**config.mk**
```make
export PLATFORM = sky130hd
export DESIGN_NAME = approx_carry_adder_pipe_flat
export DESIGN_NICKNAME = d
export VERILOG_FILES = /design/src/rtl/approx_carry_adder_pipe_if.sv /design/src/rtl/approx_carry_adder_pipe.sv /design/src/flat_wrapper.sv
export SDC_FILE = /design/constraint.sdc
export NUM_CORES = 1
export LEC_CHECK = 0
export ABC_AREA = 1
export CORE_MARGIN = 4
export CORE_UTILIZATION = 55
export DETAILED_ROUTE_END_ITERATION = 7
export GPL_TIMING_DRIVEN = 1
export PLACE_DENSITY = 0.91
export SYNTH_ARGS = -nofsm -noshare
export SYNTH_HDL_FRONTEND = slang
export SYNTH_SLANG_ARGS = --single-unit
```
**constraint.sdc**
```tcl
create_clock -name clk -period 9.9 [get_ports clk]
set_input_delay 2.97 -clock clk [delete_from_list [all_inputs] [get_ports clk]]
set_output_delay 2.97 -clock clk [all_outputs]
set_load 0.005 [all_outputs]
```
**src/rtl/approx_carry_adder_pipe_if.sv**
```systemverilog
// Valid/ready bundle for the pipelined approximate adder.
// master: operand source + result sink; slave: the adder.
interface approx_carry_adder_pipe_if #(
  parameter int WIDTH = 32
);
  logic             in_valid;
  logic             in_ready;
  logic [WIDTH-1:0] a;
  logic [WIDTH-1:0] b;
  logic             cin;
  logic             approx_en;
  logic             out_valid;
  logic             out_ready;
  logic [WIDTH-1:0] sum;
  logic             cout;
  logic             out_approx;

  modport master (
    output in_valid, a, b, cin, approx_en,
    output out_ready,
    input  in_ready, out_valid, sum,
    input  cout, out_approx
  );

  modport slave (
    input  in_valid, a, b, cin, approx_en,
    input  out_ready,
    output in_ready, out_valid, sum,
    output cout, out_approx
  );
endinterface

```
**src/rtl/approx_carry_adder_pipe.sv**
```systemverilog
// SEGS-stage carry-segmented adder, optional OR-approximate low part.
// Ports: clk, rst (async high), bus (slave): beats in, sums out.
module approx_carry_adder_pipe #(
  parameter int WIDTH       = 32,
  parameter int SEGS        = 4,
  parameter int APPROX_BITS = 8
) (
  input logic clk,
  input logic rst,
  approx_carry_adder_pipe_if.slave bus
);
  localparam int SW = WIDTH / SEGS;

  logic stall;

  // One segment of cells; each bit picks its cell from its index.
  // Below the boundary the chain is cut; only bit K-1 generates.
  function automatic logic [SW:0] seg_add(
    input logic [SW-1:0] x,
    input logic [SW-1:0] y,
    input logic          c,
    input logic          m,
    input int            base
  );
    logic [SW-1:0] s;
    logic          k;
    k = c;
    for (int j = 0; j < SW; j++) begin
      if (m && (base + j) < APPROX_BITS) begin
        s[j] = x[j] | y[j];
        k = ((base + j) == APPROX_BITS - 1) ?
            (x[j] & y[j]) : 1'b0;
      end else begin
        s[j] = x[j] ^ y[j] ^ k;
        k = (x[j] & y[j]) | (k & (x[j] ^ y[j]));
      end
    end
    return {k, s};
  endfunction

  for (genvar s = 0; s < SEGS; s++) begin : g_stage
    logic [SW-1:0]       xa;
    logic [SW-1:0]       xb;
    logic                ci;
    logic                mi;
    logic                vi;
    logic [SW:0]         r;
    logic [(s+1)*SW-1:0] sum_d;
    logic                v_q;
    logic                m_q;
    logic                c_q;
    logic [(s+1)*SW-1:0] sum_q;

    if (s == 0) begin : g_first
      assign xa = bus.a[SW-1:0];
      assign xb = bus.b[SW-1:0];
      assign ci = bus.cin &
                  ~(bus.approx_en && (APPROX_BITS > 0));
      assign mi = bus.approx_en;
      assign vi = bus.in_valid;
      assign sum_d = r[SW-1:0];
    end else begin : g_next
      assign xa = g_stage[s-1].g_ops.a_q[SW-1:0];
      assign xb = g_stage[s-1].g_ops.b_q[SW-1:0];
      assign ci = g_stage[s-1].c_q;
      assign mi = g_stage[s-1].m_q;
      assign vi = g_stage[s-1].v_q;
      assign sum_d = {r[SW-1:0], g_stage[s-1].sum_q};
    end

    assign r = seg_add(xa, xb, ci, mi, s * SW);

    always_ff @(posedge clk or posedge rst) begin
      if (rst) begin
        v_q   <= 1'b0;
        m_q   <= 1'b0;
        c_q   <= 1'b0;
        sum_q <= '0;
      end else if (!stall) begin
        v_q   <= vi;
        m_q   <= mi;
        c_q   <= r[SW];
        sum_q <= sum_d;
      end
    end

    // Operand bits not yet consumed ride along, shrinking per stage.
    if (s < SEGS - 1) begin : g_ops
      localparam int HW = WIDTH - (s + 1) * SW;
      logic [HW-1:0] a_q;
      logic [HW-1:0] b_q;
      logic [HW-1:0] a_d;
      logic [HW-1:0] b_d;

      if (s == 0) begin : g_src0
        assign a_d = bus.a[WIDTH-1:SW];
        assign b_d = bus.b[WIDTH-1:SW];
      end else begin : g_srcn
        assign a_d = g_stage[s-1].g_ops.a_q[HW+SW-1:SW];
        assign b_d = g_stage[s-1].g_ops.b_q[HW+SW-1:SW];
      end

      always_ff @(posedge clk or posedge rst) begin
        if (rst) begin
          a_q <= '0;
          b_q <= '0;
        end else if (!stall) begin
          a_q <= a_d;
          b_q <= b_d;
        end
      end
    end
  end

  assign stall          = g_stage[SEGS-1].v_q & ~bus.out_ready;
  assign bus.in_ready   = ~stall;
  assign bus.out_valid  = g_stage[SEGS-1].v_q;
  assign bus.sum        = g_stage[SEGS-1].sum_q;
  assign bus.cout       = g_stage[SEGS-1].c_q;
  assign bus.out_approx = g_stage[SEGS-1].m_q;
endmodule

```
**src/flat_wrapper.sv**
```systemverilog
// flat-port wrapper written by rule: the top's interface ports become plain ports
module approx_carry_adder_pipe_flat 
#(
  parameter int WIDTH       = 32,
  parameter int SEGS        = 4,
  parameter int APPROX_BITS = 8
)
  (clk, rst, bus_in_valid, bus_a, bus_b, bus_cin, bus_approx_en, bus_out_ready, bus_in_ready, bus_out_valid, bus_sum, bus_cout, bus_out_approx);
  approx_carry_adder_pipe_if #(.WIDTH(WIDTH)) bus_i ();
  input logic clk;
  input logic rst;
  input wire logic [$bits(bus_i.in_valid)-1:0] bus_in_valid;
  input wire logic [$bits(bus_i.a)-1:0] bus_a;
  input wire logic [$bits(bus_i.b)-1:0] bus_b;
  input wire logic [$bits(bus_i.cin)-1:0] bus_cin;
  input wire logic [$bits(bus_i.approx_en)-1:0] bus_approx_en;
  input wire logic [$bits(bus_i.out_ready)-1:0] bus_out_ready;
  output wire logic [$bits(bus_i.in_ready)-1:0] bus_in_ready;
  output wire logic [$bits(bus_i.out_valid)-1:0] bus_out_valid;
  output wire logic [$bits(bus_i.sum)-1:0] bus_sum;
  output wire logic [$bits(bus_i.cout)-1:0] bus_cout;
  output wire logic [$bits(bus_i.out_approx)-1:0] bus_out_approx;
  assign bus_i.in_valid = bus_in_valid;
  assign bus_i.a = bus_a;
  assign bus_i.b = bus_b;
  assign bus_i.cin = bus_cin;
  assign bus_i.approx_en = bus_approx_en;
  assign bus_i.out_ready = bus_out_ready;
  assign bus_in_ready = bus_i.in_ready;
  assign bus_out_valid = bus_i.out_valid;
  assign bus_sum = bus_i.sum;
  assign bus_cout = bus_i.cout;
  assign bus_out_approx = bus_i.out_approx;
  approx_carry_adder_pipe #(.WIDTH(WIDTH), .SEGS(SEGS), .APPROX_BITS(APPROX_BITS)) u_core (.clk(clk), .rst(rst), .bus(bus_i));
endmodule
```
==> reports/qor.yml <==
run_status:
  status: "completed"
setup_path:
  critPathRequiredTime_ps: 10200
  worstPathCellList: "clkdlybuf4s50_1 -> inv_1 -> nand2_1 -> fa_1 -> or2_2 -> fa_1 -> or2_2 -> fa_1 -> or2_2 -> fa_1 -> or2_2 -> fa_1 -> or2_2 -> fa_1 -> nor2_1 -> fa_1 -> nand2_1 -> fa_1 -> nand2_1 -> nand3_1 -> nand2_1"
  cp_max_fo: 16
  ff2ff_path_depth: 12
  worstSetupStartpoint: "bus_approx_en"
  crit_type: "input port to flop"
  start_kind: "input port"
  path_buf_inv: 2
  crit_arrival_ps: 8840
  cp.depth: 21
  endpoint: "u_core.g_stage[0].sum_q[7]"
  reg2reg_from: "u_core.g_stage[0].g_ops.b_q[0]"
  cp_slowest_cell: "clkdlybuf4s50_1"
  r2r_setup_slack_ps: 5640
  cp_common_cell: "fa_1"
  cpPeakStageDelay_ps: 640
  reg2reg_to: "u_core.g_stage[1].sum_q[15]"
  crit_family: "adder cells"
  endpoint_kind: "flop"
timing:
  final-setup-viol-count: 0
  period_needed_ps: 8540
  finalCritPeriodShare_pct: 86.3
  setup_slack_ps: 1360
  tns_ps: 0
  hold_viol: 0
  worst_pin_slew_ps: 1050
  holdWs_ps: 463
  finalMaxSlewViolations: 0
  finalClockSkew_ps: 8.60
  fmax_mhz: 117
  rsz0062_at_grt: "no"
  max_slew_margin_pct: 30.1
pwr:
  switching_power_mw: 0.943
  switching_share_pct: 33.4
  power_density_nw_per_um2: 293
  p_int_mw: 1.88
  leakage_nw: 4.81
  clkPwrFrac_pct: 22.5
  peakVddDrop_mv: 0.162
  p_comb_share_pct: 32.2
  seqPwrFrac_pct: 45.3
clock_tree:
  post_cts_buffers: 0
  cts_buffers: 17
  cts_sinks: 188
  clock_latency_ps: 420
  path_clk_slew_ps: 60
  h-tree-depth: 4
  cts_buffer_depth: 2
  holdBufCountCts: 0
  root_buffer: "clkbuf_16"
  cts_tree: "yes"
  cts_resized: 0
global_routing:
  grt_start_max_net_pins: 193
  grt_pass1_vias: 5343
  grt_pass1_wl_mm: 25.5
  grt_usage_pct: 19.0
  antenna_found_initial: 0
  globalRouteOverflowTotal: 0
cells_and_area:
  nNetsFinal: 1039
  final_cell_mix: "nand2_1 (371), dfrtp_1 (188), clkdlybuf4s50_1 (105)"
  fillCellCount: 1107
  final_area_um2: 9640
  drive_gt1_share_pct: 4.05
  layout_commonest_cell: "nand2_1"
  finish.utilization_pct: 66.4
  syn2layout_area_growth_pct: 18.3
  num_antenna_cells: 0
  regArea_um2: 4700
  multi_input_area_um2: 2760
route:
  route.detailed.drc: 0
  drtIter0Drc: 577
  routed_wl_mm: 14.8
  vias: 5384
  vias_per_cell: 4.79
  detail_route.wl_per_cell_um: 13.2
  firstDrtPassIters: 6
  ant_nets: 0
placement:
  preCtsSetupSlack_ps: 937
  place.gp.congestion: 0.760
  post-dp-hpwl_mm: 9.51
  placed_area_um2: 9090
  portBuffers: 105
synth:
  synth_cell_types: 17
  synth_cells: 844
  yosysTopAreaCellShare_pct: 57.7
  synth_top_area_cell: "dfrtp_1"
  yosys_warnings: 0
  syn_area_um2: 8150
  ys_seq_elements: 188
  synth_area_leaders: "dfrtp_1 (58%), nand2_1 (17%), fa_1 (7.9%)"
  syn_nets: 955
  ys_seq_area_share_pct: 57.7
  synth_area_per_cell_um2: 9.66
die:
  start_util_pct: 56.1
  core_um2: 14500
  die_width_um: 130
  placementRows: 44
  fp.dieH_um: 130
  pin_count: 106
  dieArea_um2: 16800
hold_path:
  hp-class: "flop to flop"
job:
  drv_cap: 0
==> worst min-delay path by stage <==
stage                                from                   end  slack, ps  cells past startpoint
CTS                 u_core.g_stage[2].v_q  u_core.bus.out_valid        470                      2
global placement    u_core.g_stage[2].v_q  u_core.bus.out_valid        430                      2
floorplan           u_core.g_stage[2].v_q  u_core.bus.out_valid        420                      2
finish              u_core.g_stage[2].v_q  u_core.bus.out_valid        460                      2
detailed placement  u_core.g_stage[2].v_q  u_core.bus.out_valid        450                      2
global route        u_core.g_stage[2].v_q  u_core.bus.out_valid        480                      2
==> metrics by stage <==
step / power, mW / instances
6_report: 2.83 / 1123
5_1_grt: 3.08 / 1123
4_1_cts: 2.86 / 1123
3_5_place_dp: 2.21 / 1093
3_3_place_gp: 2.15 / 1093
2_1_floorplan: 1.90 / 844
==> synth_stat cells (all sizes together) <==
| library cell | number |
|---|---|
| clkbuf | 12 |
| buf | 31 |
| nand3 | 9 |
| dfrtp | 188 |
| ha | 9 |
| nor2 | 2 |
| inv | 83 |
| o21ai | 101 |
| nand2 | 372 |
| or2 | 5 |
| fa | 32 |
==> power groups by stage <==
stage	clock network, mW	logic [mW]	registers (mW)
after floorplan	0	0.643	1.25
after global placement	0	0.881	1.27
after detailed placement	0	0.921	1.29
after CTS	0.649	0.931	1.28
after global routing	0.684	1.07	1.32
final	0.636	0.911	1.28
==> routing by layer <==
| metal | GRT usage (%) | vias to the layer above | share of wire [%] |
|---|---|---|---|
| li1 | - | 2717 | - |
| met1 | 27.7 | 2532 | 47 |
| met2 | 28.6 | 119 | 47 |
| met3 | 4.22 | 16 | 4.3 |
| met4 | 6.91 | 0 | 1.5 |
| met5 | 0 | - | 0 |
==> logic make-up after synthesis <==
logic type | synth area share (%)
AO/OA/AOI/OAI | 6.20
adder cells (fa/ha/maj) | 9.24
buffers and inverters | 8.58
flip-flops | 57.7
AND/OR/NAND/NOR | 18.3
==> layout make-up <==
class	count	area share (%)
Sequential cell	188	48.8
Multi-Input combinational cell	530	28.6
Timing Repair Buffer	108	11.1
Clock buffer	24	5.10
Inverter	83	3.31
Tap cell	184	2.39
Clock inverter	6	0.649
==> worst register-to-register path: stages, from the launching register on <==
cell     delay (ps)
dfrtp_1         360
inv_1           100
fa_1            240
inv_1           100
fa_1            470
fa_1            470
fa_1            460
fa_1            460
fa_1            470
fa_1            420
inv_1            90
fa_1            390
o21ai_0         150
==> state kept, by name, summed over array words and instances, names as in the netlist <==
register / cells
u_core.bus.cout: 1
u_core.bus.out_approx: 1
u_core.bus.out_valid: 1
u_core.bus.sum: 32
u_core.g_stage.c_q: 3
u_core.g_stage.g_ops.a_q: 48
u_core.g_stage.g_ops.b_q: 48
u_core.g_stage.m_q: 3
u_core.g_stage.sum_q: 48
u_core.g_stage.v_q: 3
Power figures use the tool's default switching activity.
